==> src/rtl/debouncer_multi.sv <==
// debouncer_multi: per-channel synchroniser plus N-sample debounce with registered rise/fall pulses.
// A shared sample_en strobe lets one prescaler stretch the debounce window of every channel.
module debouncer_multi #(
    parameter int              CH          = 4,
    parameter int              N           = 3,
    parameter int              SYNC_STAGES = 2,
    parameter logic [CH-1:0]   RST_VAL     = '0
) (
    input  logic          clk,
    input  logic          rst_n,
    input  logic [CH-1:0] noisy_in,
    input  logic          sample_en,
    output logic [CH-1:0] debounced,
    output logic [CH-1:0] rise,
    output logic [CH-1:0] fall
);
    localparam int CW = $clog2(N + 1);

    logic [SYNC_STAGES-1:0][CH-1:0] sync_q;
    logic [CH-1:0][CW-1:0]          cnt_q, cnt_d;
    logic [CH-1:0]                  deb_q, deb_d, rise_q, rise_d, fall_q, fall_d;
    logic [CH-1:0]                  s;

    assign s = sync_q[SYNC_STAGES-1];

    // A level matching the output always clears the count, even without a strobe.
    always_comb begin
        deb_d  = deb_q;
        cnt_d  = cnt_q;
        rise_d = '0;
        fall_d = '0;
        for (int i = 0; i < CH; i++) begin
            if (s[i] == deb_q[i]) begin
                cnt_d[i] = '0;
            end else if (sample_en) begin
                if (cnt_q[i] == CW'(N - 1)) begin
                    deb_d[i]  = s[i];
                    cnt_d[i]  = '0;
                    rise_d[i] = s[i];
                    fall_d[i] = ~s[i];
                end else begin
                    cnt_d[i] = cnt_q[i] + 1'b1;
                end
            end
        end
    end

    always_ff @(posedge clk or negedge rst_n) begin
        if (!rst_n) begin
            sync_q <= {SYNC_STAGES{RST_VAL}};
            cnt_q  <= '0;
            deb_q  <= RST_VAL;
            rise_q <= '0;
            fall_q <= '0;
        end else begin
            sync_q <= {sync_q[SYNC_STAGES-2:0], noisy_in};
            cnt_q  <= cnt_d;
            deb_q  <= deb_d;
            rise_q <= rise_d;
            fall_q <= fall_d;
        end
    end

    assign debounced = deb_q;
    assign rise      = rise_q;
    assign fall      = fall_q;
endmodule
==> config.mk <==
export PLATFORM = sky130hd
export DESIGN_NAME = debouncer_multi
export DESIGN_NICKNAME = d
export VERILOG_FILES = /design/src/rtl/debouncer_multi.sv
export SDC_FILE = /design/constraint.sdc
export NUM_CORES = 1
export LEC_CHECK = 0
export ABC_AREA = 1
export BUFFER_PORTS_ARGS = -buffer_cell sky130_fd_sc_hd__buf_2
export CAP_MARGIN = 20
export CORE_MARGIN = 3
export CORE_UTILIZATION = 48
export CTS_CLUSTER_DIAMETER = 50
export DETAILED_ROUTE_END_ITERATION = 8
export HOLD_SLACK_MARGIN = 0.1
export PLACE_DENSITY = 0.72
export SLEW_MARGIN = 20
export SYNTH_ARGS = -nofsm -noshare
export SYNTH_HDL_FRONTEND = slang
export SYNTH_SLANG_ARGS = --single-unit
==> constraint.sdc <==
create_clock -name clk -period 0.9 [get_ports clk]
set_input_delay 0.09 -clock clk [delete_from_list [all_inputs] [get_ports clk]]
set_output_delay 0.09 -clock clk [all_outputs]
set_load 0.005 [all_outputs]
### After elaboration in Yosys (flattened, before gate mapping)

Index checks and enable logic that the tools add are counted.

| word-level totals | value |
|---|---|
| flip-flop bits (word level) | 28 |
| bits of input ports | 7 |
| output and inout bits | 12 |
| logic and storage cells | 76 |

| cells by class | value |
|---|---|
| add/subtract/negate cells | 4 |
| equal/unequal tests | 8 |
| muxes and demuxes | 36 |
| bitwise operators | 8 |
| reduce and logical (&&, ||, !) cells | 8 |

Operator list:

| kind | number |
|---|---|
| $mux 1 | 24 |
| $mux 2 | 12 |
| $reduce_and 3->1 | 4 |
| $add 2x1->2 const B | 4 |
| $eq 2x2->1 const B | 4 |
| $not 1->1 | 8 |
| $reduce_bool 2->1 | 4 |
| $eq 1x1->1 | 4 |

### Depth between registers and ports, before layout

| logic depth | value |
|---|---|
| depth in word-level cells | 4 |
| gate-level depth with buffers | 6 |
| gate-level depth less buffers | 6 |

### Worst setup path after synthesis

Ideal clock, no wire load.

| path | value |
|---|---|
| path kind | reg-to-reg |
| start | register deb_q[1] (netlist: debounced[1]) |
| end | register deb_q[1] (netlist: debounced[1]) |
| library setup time | 0.118 ns |
| arrival | 0.793 ns |
| setup slack | -0.012 ns |
| cell stages (with the launch flop) | 7 |
| buffers on the path | 0 |
| cells stage by stage | dfrtp_1 inv_1 nand2_1 nand2_2 nand3_1 nand2_1 nand2_1 |

| on the way | value |
|---|---|
| word-level cells in the longest chain between the ends | 3 |

RTL lines:

| what | line | text |
|---|---|---|
| start, declared | 21 | `logic [CH-1:0] deb_q, deb_d, rise_q, rise_d, fall_q, fall_d;` |
| start signal, assigned | 52 | `deb_q <= RST_VAL;` |
| start signal, assigned | 58 | `deb_q <= deb_d;` |
| $eq 1x1->1 | 33 | `if (s[i] == deb_q[i]) begin` |
| $not 1->1 (no source line) | -- |  |
| $reduce_and 3->1 (no source line) | -- |  |

Every way passes these cells.
A chain may end at the register's enable or synchronous reset.

### Worst setup path after layout

| path | value |
|---|---|
| start | register deb_q[3] (netlist: debounced[3]) |
| end | register deb_q[3] (netlist: debounced[3]) |

Same word-level chain as after synthesis.

==> run summary <==
critical path type - reg2reg
final cell count without fillers - 195
Clock Skew - 0.00517 ns
DR pass1 iterations - 4
register area share after synthesis - 61.6%
Tmin final - 1.10 ns
Post-Syn Instances - 126
largest net degree at the start of global routing - 29
Synth Area per Inst - 9.03 sq um
Inserted Clock Buffers - 3
total power - 3.74 mW
core area - 2100 sq um
placed inst area - 1320 sq um
Netlist Area Pre-Place - 1140 sq um
commonest non-fill, non-tap cells in the layout - nand2_1, dfrtp_1, buf_2, nor2_1, buf_6
# IOs - 19
initial antenna violation count - 0
Inst Count DP - 177
number of remaining DRC errors - 0
later-pin clock latency in the skew report - 0.31 ns
FMAX - 913 MHz
Rel. slew slack - 72.5%
Port Buffers - 18
gpl congestion - 0.776
global-route wire length before repair - 3660 um
Vias/cell - 4.91
power per cell area - 2420 nW/um^2
LEAKAGE - 0.873 nW
CP Capture Type - register
Total GRT Usage - 17.2%
via count - 957
H-tree depth - 1
die area - 2990 sq um
global route overflow - 0
Synth Net Count - 133
Die X - 54.7 um
Distinct cells, synth - 12
final hold vios - 0
vias in the first global route - 922
Tcrit/Tclk final - 122%
Site Rows - 16
Antenna Nets Post-Route - 0
number of diodes - 0
Worst-Margin Slew - 0.412 ns
failing checks - negative setup slack
nets - 176
fillcell total - 146
1st-iter DRT viols - 17
Startpoint Class - register
worst min-delay path category - in2reg
P&R area growth vs syn - 36.0%
Final Hold Slack - 0.212 ns
Die H - 54.7 um
initial core utilization - 54.1%
post-route setup slack - -0.196 ns
unrepaired setup endpoints after global routing - yes
Non-Filler Cell Area, Final - 1550 sq um
Synth Register Bits - 28
drt wl/cell - 11.8 um
Worst Path Max Fanout - 3
final WL - 2310 um
Sink Count - 28
CP Data Required Time - 1.12 ns
yosys warns - 0
clock slew at reported path FFs - 0.14 ns
Max Cap Violations - 0
layout cell share with drive strength beyond 1 - 39.3%
Setup violations, final - 27
dpl hpwl - 1490 um
clk root buf - clkbuf_4
clk buf depth - 2
CP Data Arrival Time - 1.32 ns
outcome - finished with violations
Slew Limit Fails - 0
Peak VDD IR - 0.00170 V
TritonCTS clock tree - done
most common cell after layout, fill and taps aside - nand2_1
worst paths after layout:
| check | from | end | slack [ns] | cells after the start |
|---|---|---|---|---|
| max | debounced[3] | debounced[3] | -0.20 | 7 |
| min | sample_en | fall[3] | 0.21 | 3 |
| max reg2reg | debounced[3] | debounced[3] | -0.20 | 7 |
| min reg2reg | sync_q[1] | s[1] | 0.37 | 0 |
| max in group asynchronous | rst_n | debounced[0] | 0.51 | 3 |
| min in group asynchronous | rst_n | rise[2] | 0.23 | 3 |
cell usage after synthesis:
library cell	instances	area [sq um]
buf_2	1	5.00
buf_6	1	11.3
dfrtp_1	28	701
inv_1	13	48.8
inv_2	3	11.3
nand2_1	44	165
nand2_2	4	25.0
nand3_1	6	30.0
nand3_2	2	20.0
nand4_1	8	50.1
nor2_1	12	45.0
nor2_2	4	25.0
layout make-up:
| class | instances | area (sq um) | area share [%] |
|---|---|---|---|
| inverters | 16 | 62.6 | 4.05 |
| repair buffers | 40 | 323 | 20.9 |
| flip-flops and latches | 28 | 703 | 45.5 |
| multi-input cells | 80 | 388 | 25.1 |
| clock buffers | 4 | 36.3 | 2.35 |
| well taps | 27 | 33.8 | 2.18 |
through the flow:
| stage | TNS (ns) | setup WS [ns] | util, % |
|---|---|---|---|
| floorplan | 0 | 0.00318 | - |
| global placement | -0.0971 | -0.0399 | 62.7 |
| detailed placement | -0.381 | -0.0866 | 62.7 |
| CTS | -1.79 | -0.179 | 69.8 |
| global route | -4.17 | -0.254 | 73.6 |
| finish | -2.20 | -0.196 | 73.6 |
power breakdown:
part           internal (mW)  switching, mW
Sequential              1.47          0.195
Combinational          0.783          0.706
Clock                  0.247          0.332
critical path: stages, from the launching register on:
cell	delay, ns
dfrtp_1	0.44
buf_6	0.14
inv_4	0.05
nand2_2	0.05
nand2_2	0.10
nand3_2	0.08
nand2_1	0.09
nand2_1	0.05
cells by family after synthesis:
kind of cell           count (synthesis)  share of synthesized area, %
AND/OR/NAND/NOR                       80                          31.7
buffers and inverters                 18                          6.71
flip-flops                            28                          61.6
per-layer routing:
layer  global-route usage, %  wire length [um]  vias up
met5                       0                 0        -
met4                    5.39                12        0
met3                    3.27                73        2
met2                    30.9              1260       19
met1                    20.3               961      466
li1                        -                 -      470
repair_timing:
action                                  CTS  global route
hold buffers                              5             0
resized for setup                         6            18
endpoints found under the hold margin    32             0
buffers inserted                          6             3
endpoints found under the setup margin   28            31
pin swaps                                10            13
sequential cells by signal, summed over array words and instances, names as in the netlist:
| name | count |
|---|---|
| rise | 4 |
| fall | 4 |
| s | 4 |
| debounced | 4 |
| sync_q | 4 |
| cnt_q | 8 |
No activity file was read; power rests on OpenSTA's default activity.
